**src/rtl/mem_arb_pkg.sv**
```systemverilog
// Shared types and constants for the data-memory arbiter.
// Optional perf counters in mem_arbiter are enabled by MEM_ARB_PERF_EN.
package mem_arb_pkg;

  typedef enum logic [1:0] {
    IDLE = 2'd0,
    BUSY = 2'd1,
    RESP = 2'd2
  } state_t;

  localparam logic GNT_CORE = 1'b0;
  localparam logic GNT_LD   = 1'b1;

  localparam int WAIT_W = 4;

endpackage

```
**src/rtl/mem_arb_rr.sv**
```systemverilog
// Combinational two-way round-robin picker: on a tie the side not granted last wins.
// Zero latency; no backpressure, caller samples grant only when it can accept.
module mem_arb_rr
  import mem_arb_pkg::*;
(
  input  logic core_pend,
  input  logic ld_pend,
  input  logic last_grant,
  output logic gnt_vld,
  output logic gnt_id
);

  always_comb begin
    gnt_vld = core_pend | ld_pend;
    gnt_id  = GNT_CORE;
    if (core_pend && ld_pend) begin
      gnt_id = ~last_grant;
    end else if (ld_pend) begin
      gnt_id = GNT_LD;
    end
  end

endmodule

```
**src/rtl/mem_arbiter.sv**
```systemverilog
// Shares the single-port data memory between core and loader: 1 + WAIT_CYCLES + 1 cycles per access.
// Core is held by core_stall, loader waits for ld_ack; MEM_ARB_PERF_EN adds grant counters.
module mem_arbiter
  import mem_arb_pkg::*;
#(
  parameter int DATA_W      = 8,
  parameter int ADDR_W      = 8,
  parameter int WAIT_CYCLES = 1
) (
  input  logic              Clock,
  input  logic              Reset_n,
  input  logic              core_re,
  input  logic              core_we,
  input  logic [ADDR_W-1:0] core_addr,
  input  logic [DATA_W-1:0] core_wdata,
  output logic [DATA_W-1:0] core_rdata,
  output logic              core_stall,
  input  logic              ld_req,
  input  logic              ld_we,
  input  logic [ADDR_W-1:0] ld_addr,
  input  logic [DATA_W-1:0] ld_wdata,
  output logic              ld_ack,
  output logic [DATA_W-1:0] ld_rdata,
  output logic              mem_en,
  output logic              mem_we,
  output logic [ADDR_W-1:0] mem_addr,
  output logic [DATA_W-1:0] mem_wdata,
  input  logic [DATA_W-1:0] mem_rdata
`ifdef MEM_ARB_PERF_EN
  ,
  output logic [15:0]       perf_core_cnt,
  output logic [15:0]       perf_ld_cnt
`endif
);

  localparam logic [WAIT_W-1:0] CNT_LOAD = WAIT_W'(WAIT_CYCLES - 1);

  state_t            state;
  logic [WAIT_W-1:0] cnt;
  logic              grant;
  logic              last_grant;
  logic              gnt_vld;
  logic              gnt_id;

  mem_arb_rr u_rr (
    .core_pend  (core_re | core_we),
    .ld_pend    (ld_req),
    .last_grant (last_grant),
    .gnt_vld    (gnt_vld),
    .gnt_id     (gnt_id)
  );

  // The core is released only in its own RESP cycle, so it advances exactly once per access.
  assign core_stall = (core_re | core_we) & ~((state == RESP) & (grant == GNT_CORE));

  always_ff @(posedge Clock or negedge Reset_n) begin
    if (!Reset_n) begin
      state      <= IDLE;
      cnt        <= '0;
      grant      <= GNT_CORE;
      last_grant <= GNT_LD;
      mem_en     <= 1'b0;
      mem_we     <= 1'b0;
      mem_addr   <= '0;
      mem_wdata  <= '0;
      core_rdata <= '0;
      ld_rdata   <= '0;
      ld_ack     <= 1'b0;
    end else begin
      ld_ack <= 1'b0;
      case (state)
        IDLE: begin
          if (gnt_vld) begin
            grant      <= gnt_id;
            last_grant <= gnt_id;
            cnt        <= CNT_LOAD;
            mem_en     <= 1'b1;
            state      <= BUSY;
            if (gnt_id == GNT_LD) begin
              mem_we    <= ld_we;
              mem_addr  <= ld_addr;
              mem_wdata <= ld_wdata;
            end else begin
              // Simultaneous read and write from the core resolves to a write.
              mem_we    <= core_we;
              mem_addr  <= core_addr;
              mem_wdata <= core_wdata;
            end
          end
        end
        BUSY: begin
          if (cnt == '0) begin
            mem_en <= 1'b0;
            mem_we <= 1'b0;
            state  <= RESP;
            ld_ack <= (grant == GNT_LD);
            if (!mem_we) begin
              if (grant == GNT_LD) begin
                ld_rdata <= mem_rdata;
              end else begin
                core_rdata <= mem_rdata;
              end
            end
          end else begin
            cnt <= cnt - 1'b1;
          end
        end
        RESP: begin
          state <= IDLE;
        end
        default: begin
          state <= IDLE;
        end
      endcase
    end
  end

`ifdef MEM_ARB_PERF_EN
  always_ff @(posedge Clock or negedge Reset_n) begin
    if (!Reset_n) begin
      perf_core_cnt <= '0;
      perf_ld_cnt   <= '0;
    end else if (state == RESP) begin
      if (grant == GNT_CORE) begin
        if (perf_core_cnt != 16'hFFFF) perf_core_cnt <= perf_core_cnt + 16'd1;
      end else begin
        if (perf_ld_cnt != 16'hFFFF) perf_ld_cnt <= perf_ld_cnt + 16'd1;
      end
    end
  end
`endif

endmodule

```
**config.mk**
```make
export PLATFORM = sky130hd
export DESIGN_NAME = mem_arbiter
export DESIGN_NICKNAME = d
export VERILOG_FILES = /design/src/rtl/mem_arb_pkg.sv /design/src/rtl/mem_arb_rr.sv /design/src/rtl/mem_arbiter.sv
export SDC_FILE = /design/constraint.sdc
export NUM_CORES = 1
export LEC_CHECK = 0
export ABC_CLOCK_PERIOD_IN_PS = 3300
export BUFFER_PORTS_ARGS = -buffer_cell sky130_fd_sc_hd__buf_4
export CORE_ASPECT_RATIO = 2
export CORE_MARGIN = 2
export CORE_UTILIZATION = 28
export DETAILED_ROUTE_END_ITERATION = 10
export PLACE_DENSITY = 0.53
export SLEW_MARGIN = 20
export SYNTH_ARGS = -nofsm -noshare
export SYNTH_HDL_FRONTEND = slang
export SYNTH_SLANG_ARGS = --single-unit
```
**constraint.sdc**
```tcl
create_clock -name Clock -period 3.3 [get_ports Clock]
set_input_delay 0 -clock Clock [delete_from_list [all_inputs] [get_ports Clock]]
set_output_delay 0 -clock Clock [all_outputs]
set_load 0.01 [all_outputs]
```
==> results.md <==
* Outcome: finished clean
* Layout cells sized above 1 at 39.3%
* VDD IR max at 363 uV
* Most area-consuming cells after synthesis: dfrtp_1, mux2_4, o21ai_0
* Post-synth ARST share at 100%
* Cell variety after synth at 34
* Top-count cell post-synth: dfrtp_1
* FF/Latch Area at 1080 um^2
* Slowest CP cell: nand4b_1
* Endpoint class of the critical path: flip-flop
* Clock buffer count from CTS at 5
* Fin area at 3070 um^2
* Number of remaining DRC errors at 0
* Starting Density at 28.6%
* Met3 Resource Use GR at 4.34%
* Avg Cell Area, Syn at 11.1 um^2
* Ant. Diodes at 0
* Clock Tree Root: clkbuf_16
* Post-DP HPWL at 3840 um
* Layout net count at 332
* Power density over the cells at 893 nW/um^2
* Core area at 6830 um^2
* Slew HR at 59.0%
* Finish-stage setup viols at 0
* Busiest layer in global routing: met2
* Top cells by count, synth: dfrtp_1, o21ai_0, nand3_1
* Synth area leader: dfrtp_1
* Crit path largest cell delay at 450 ps
* Gpl congestion at 0.786
* Drt wl/cell at 14.4 um
* Rows at 43
* I/O Pins at 82
* CTS tree: done
* Die Ht at 122 um
* Critical Path RT at 3470 ps
* Kind of critical path: reg -> reg
* CTS sink cnt at 43
* Final period util at 62.8%
* Detailed Route Iter0 Violations at 89
* Clock Tree Buf Depth at 2
* Top Family by Delay on Critical Path: simple AND/OR/NAND/NOR gates
* Hold Vio Cnt, Final at 0
* Die Area at 7710 um^2
* Mapped Area at 1960 um^2
* EDFF count, synth at 0
* H-tree levels at 2
* Worst EP arrival at 2240 ps
* Vias at 1835
* Fillers at 648
* GRT Overall Usage at 14.5%
* Vias in the first global route at 1885
* RSZ-0062 raised after global routing: no
* Leak at 1.38 nW
* Synth Register Bits at 43
* Clock transition at path regs at 60 ps
* Worst Tran Pin Value at 615 ps
* Syn Inst Count at 176
* Peak Freq at 483 MHz
* Vias/cell at 4.89
* Clk Latency, worst-skew pair at 280 ps
* Setup TNS at 0 ps
* Routed WL at 5390 um
* Period minus WS final at 2070 ps
* CP startpoint kind: flip-flop
* CP cell instances: inv_1 -> ha_1 -> nor3b_1 -> nand4b_1 -> mux2_2
* CP Buf/Inv Count at 1
* Syn. warnings at 0
* Area taken by multi-input logic gates at 818 um^2
* Area delta synth->final at 57.1%
* Post-CTS setup buffers at 0
* Seq/Total Area, Yosys at 55.1%
* Placed cell areas at 2650 um^2
* GR Overflow Total at 0
* Pins Over Slew Limit at 0
* Final Util at 45.0%
* Synth Flop Type: dfrtp_1
* Met2 Use GR at 24.9%
* MaxCap Viol Count at 0
* Initial antenna violation count at 0
* Area share of the largest cell type after synthesis at 53.7%
* Clock skew at 2.34 ps
* Hold WC Path Type: in -> reg
* First-pass GRT wire length at 8950 um
* Initial DRT Pass Iterations at 6
* Antenna Nets Post-Route at 0
* Post-synth net total at 224
* Largest net degree at the start of global routing at 44
* M1 GR Usage at 17.5%
* Crit-path max FO at 8
* I/O Buffers at 81
* Die W at 63.1 um
-- kinds of logic (layout without fill, tap and decap cells) --
family	after synthesis	in the layout	synth area share, %
AOI/OAI and AO/OA	63	63	18.7
and+or+nand+nor	37	37	10.6
DFF	43	43	55.1
adders and majority gates	2	2	1.28
buffers and inverters	14	123	3.07
muxes	17	17	11.3
-- flip-flops by register name, indices dropped and copies added (netlist names) --
signal and flops:
mem_addr 8, mem_en 1, last_grant 1, ld_ack 1, cnt 4, state 2
core_rdata 8, mem_wdata 8, mem_we 1, ld_rdata 8, grant 1
-- per-layer routing --
metal / vias up / wire length, um
li1: 880 / -
met1: 868 / 2230
met2: 82 / 2660
met3: 5 / 434
met4: 0 / 62
met5: - / 0
-- through the flow --
step,power [W],worst slack [ps],hold WS [ps],instances
6_report,0.00274,1230,5.39,375
5_1_grt,0.00293,1020,13.0,375
4_1_cts,0.00278,1220,4.69,375
3_5_place_dp,0.00220,1230,29.5,340
3_3_place_gp,0.00218,1300,25.9,340
2_1_floorplan,0.00163,1330,-296,176
-- tightest hold or removal path, stage by stage --
cell	delay (ps)
buf_4	110
o21ai_0	60
a31oi_1	80
-- worst paths after layout --
check / start / end / slack, ps / cells after the start
setup / recovery: cnt[0] / ld_rdata[2] / 1230 / 5
hold / removal: core_wdata[2] / mem_wdata[2] / 5 / 3
setup reg to reg: cnt[0] / ld_rdata[2] / 1230 / 5
hold reg to reg: ld_rdata[7] / ld_rdata[7] / 510 / 1
max in group asynchronous: Reset_n / cnt[2] / 2690 / 2
min in group asynchronous: Reset_n / state[0] / 250 / 2
-- power by group --
part	total, W	switching [W]	internal (W)
Combinational	0.00130	0.000600	0.000697
Sequential	0.000952	0.000160	0.000792
Clock	0.000495	0.000212	0.000283
Total	0.00274	0.000973	0.00177
-- cell type report --
cell class	count	share of cell area [%]
well taps	90	3.66
inverters	4	0.489
repair buffers	111	29.3
clock inverters	3	0.774
multi-input cells	119	26.6
clock buffers	5	4.07
flip-flops and latches	43	35.1
-- cells in the final DEF (no fill, tap or decap), drive strengths merged --
master,instances
a21oi,17
a31oi,16
a32o,2
a32oi,1
and3,1
buf,84
clkbuf,5
clkinvlp,2
dfrtp,42
dfstp,1
dlygate4sd3,27
ha,2
inv,5
mux2,16
mux2i,1
nand2,3
nand2b,2
nand3,18
nand4b,1
nor2,3
nor2b,1
nor3,1
nor3b,1
o21a,1
o21ai,22
o221ai,1
o22ai,1
o32a,1
o32ai,1
or2,1
or3,2
or3b,1
or4,2
-- what timing repair did --
action                                 CTS  global route
hold buffers                            27             0
endpoints found under the hold margin   72             0
resized for setup                        0             0
No activity file was read; power rests on OpenSTA's default activity.
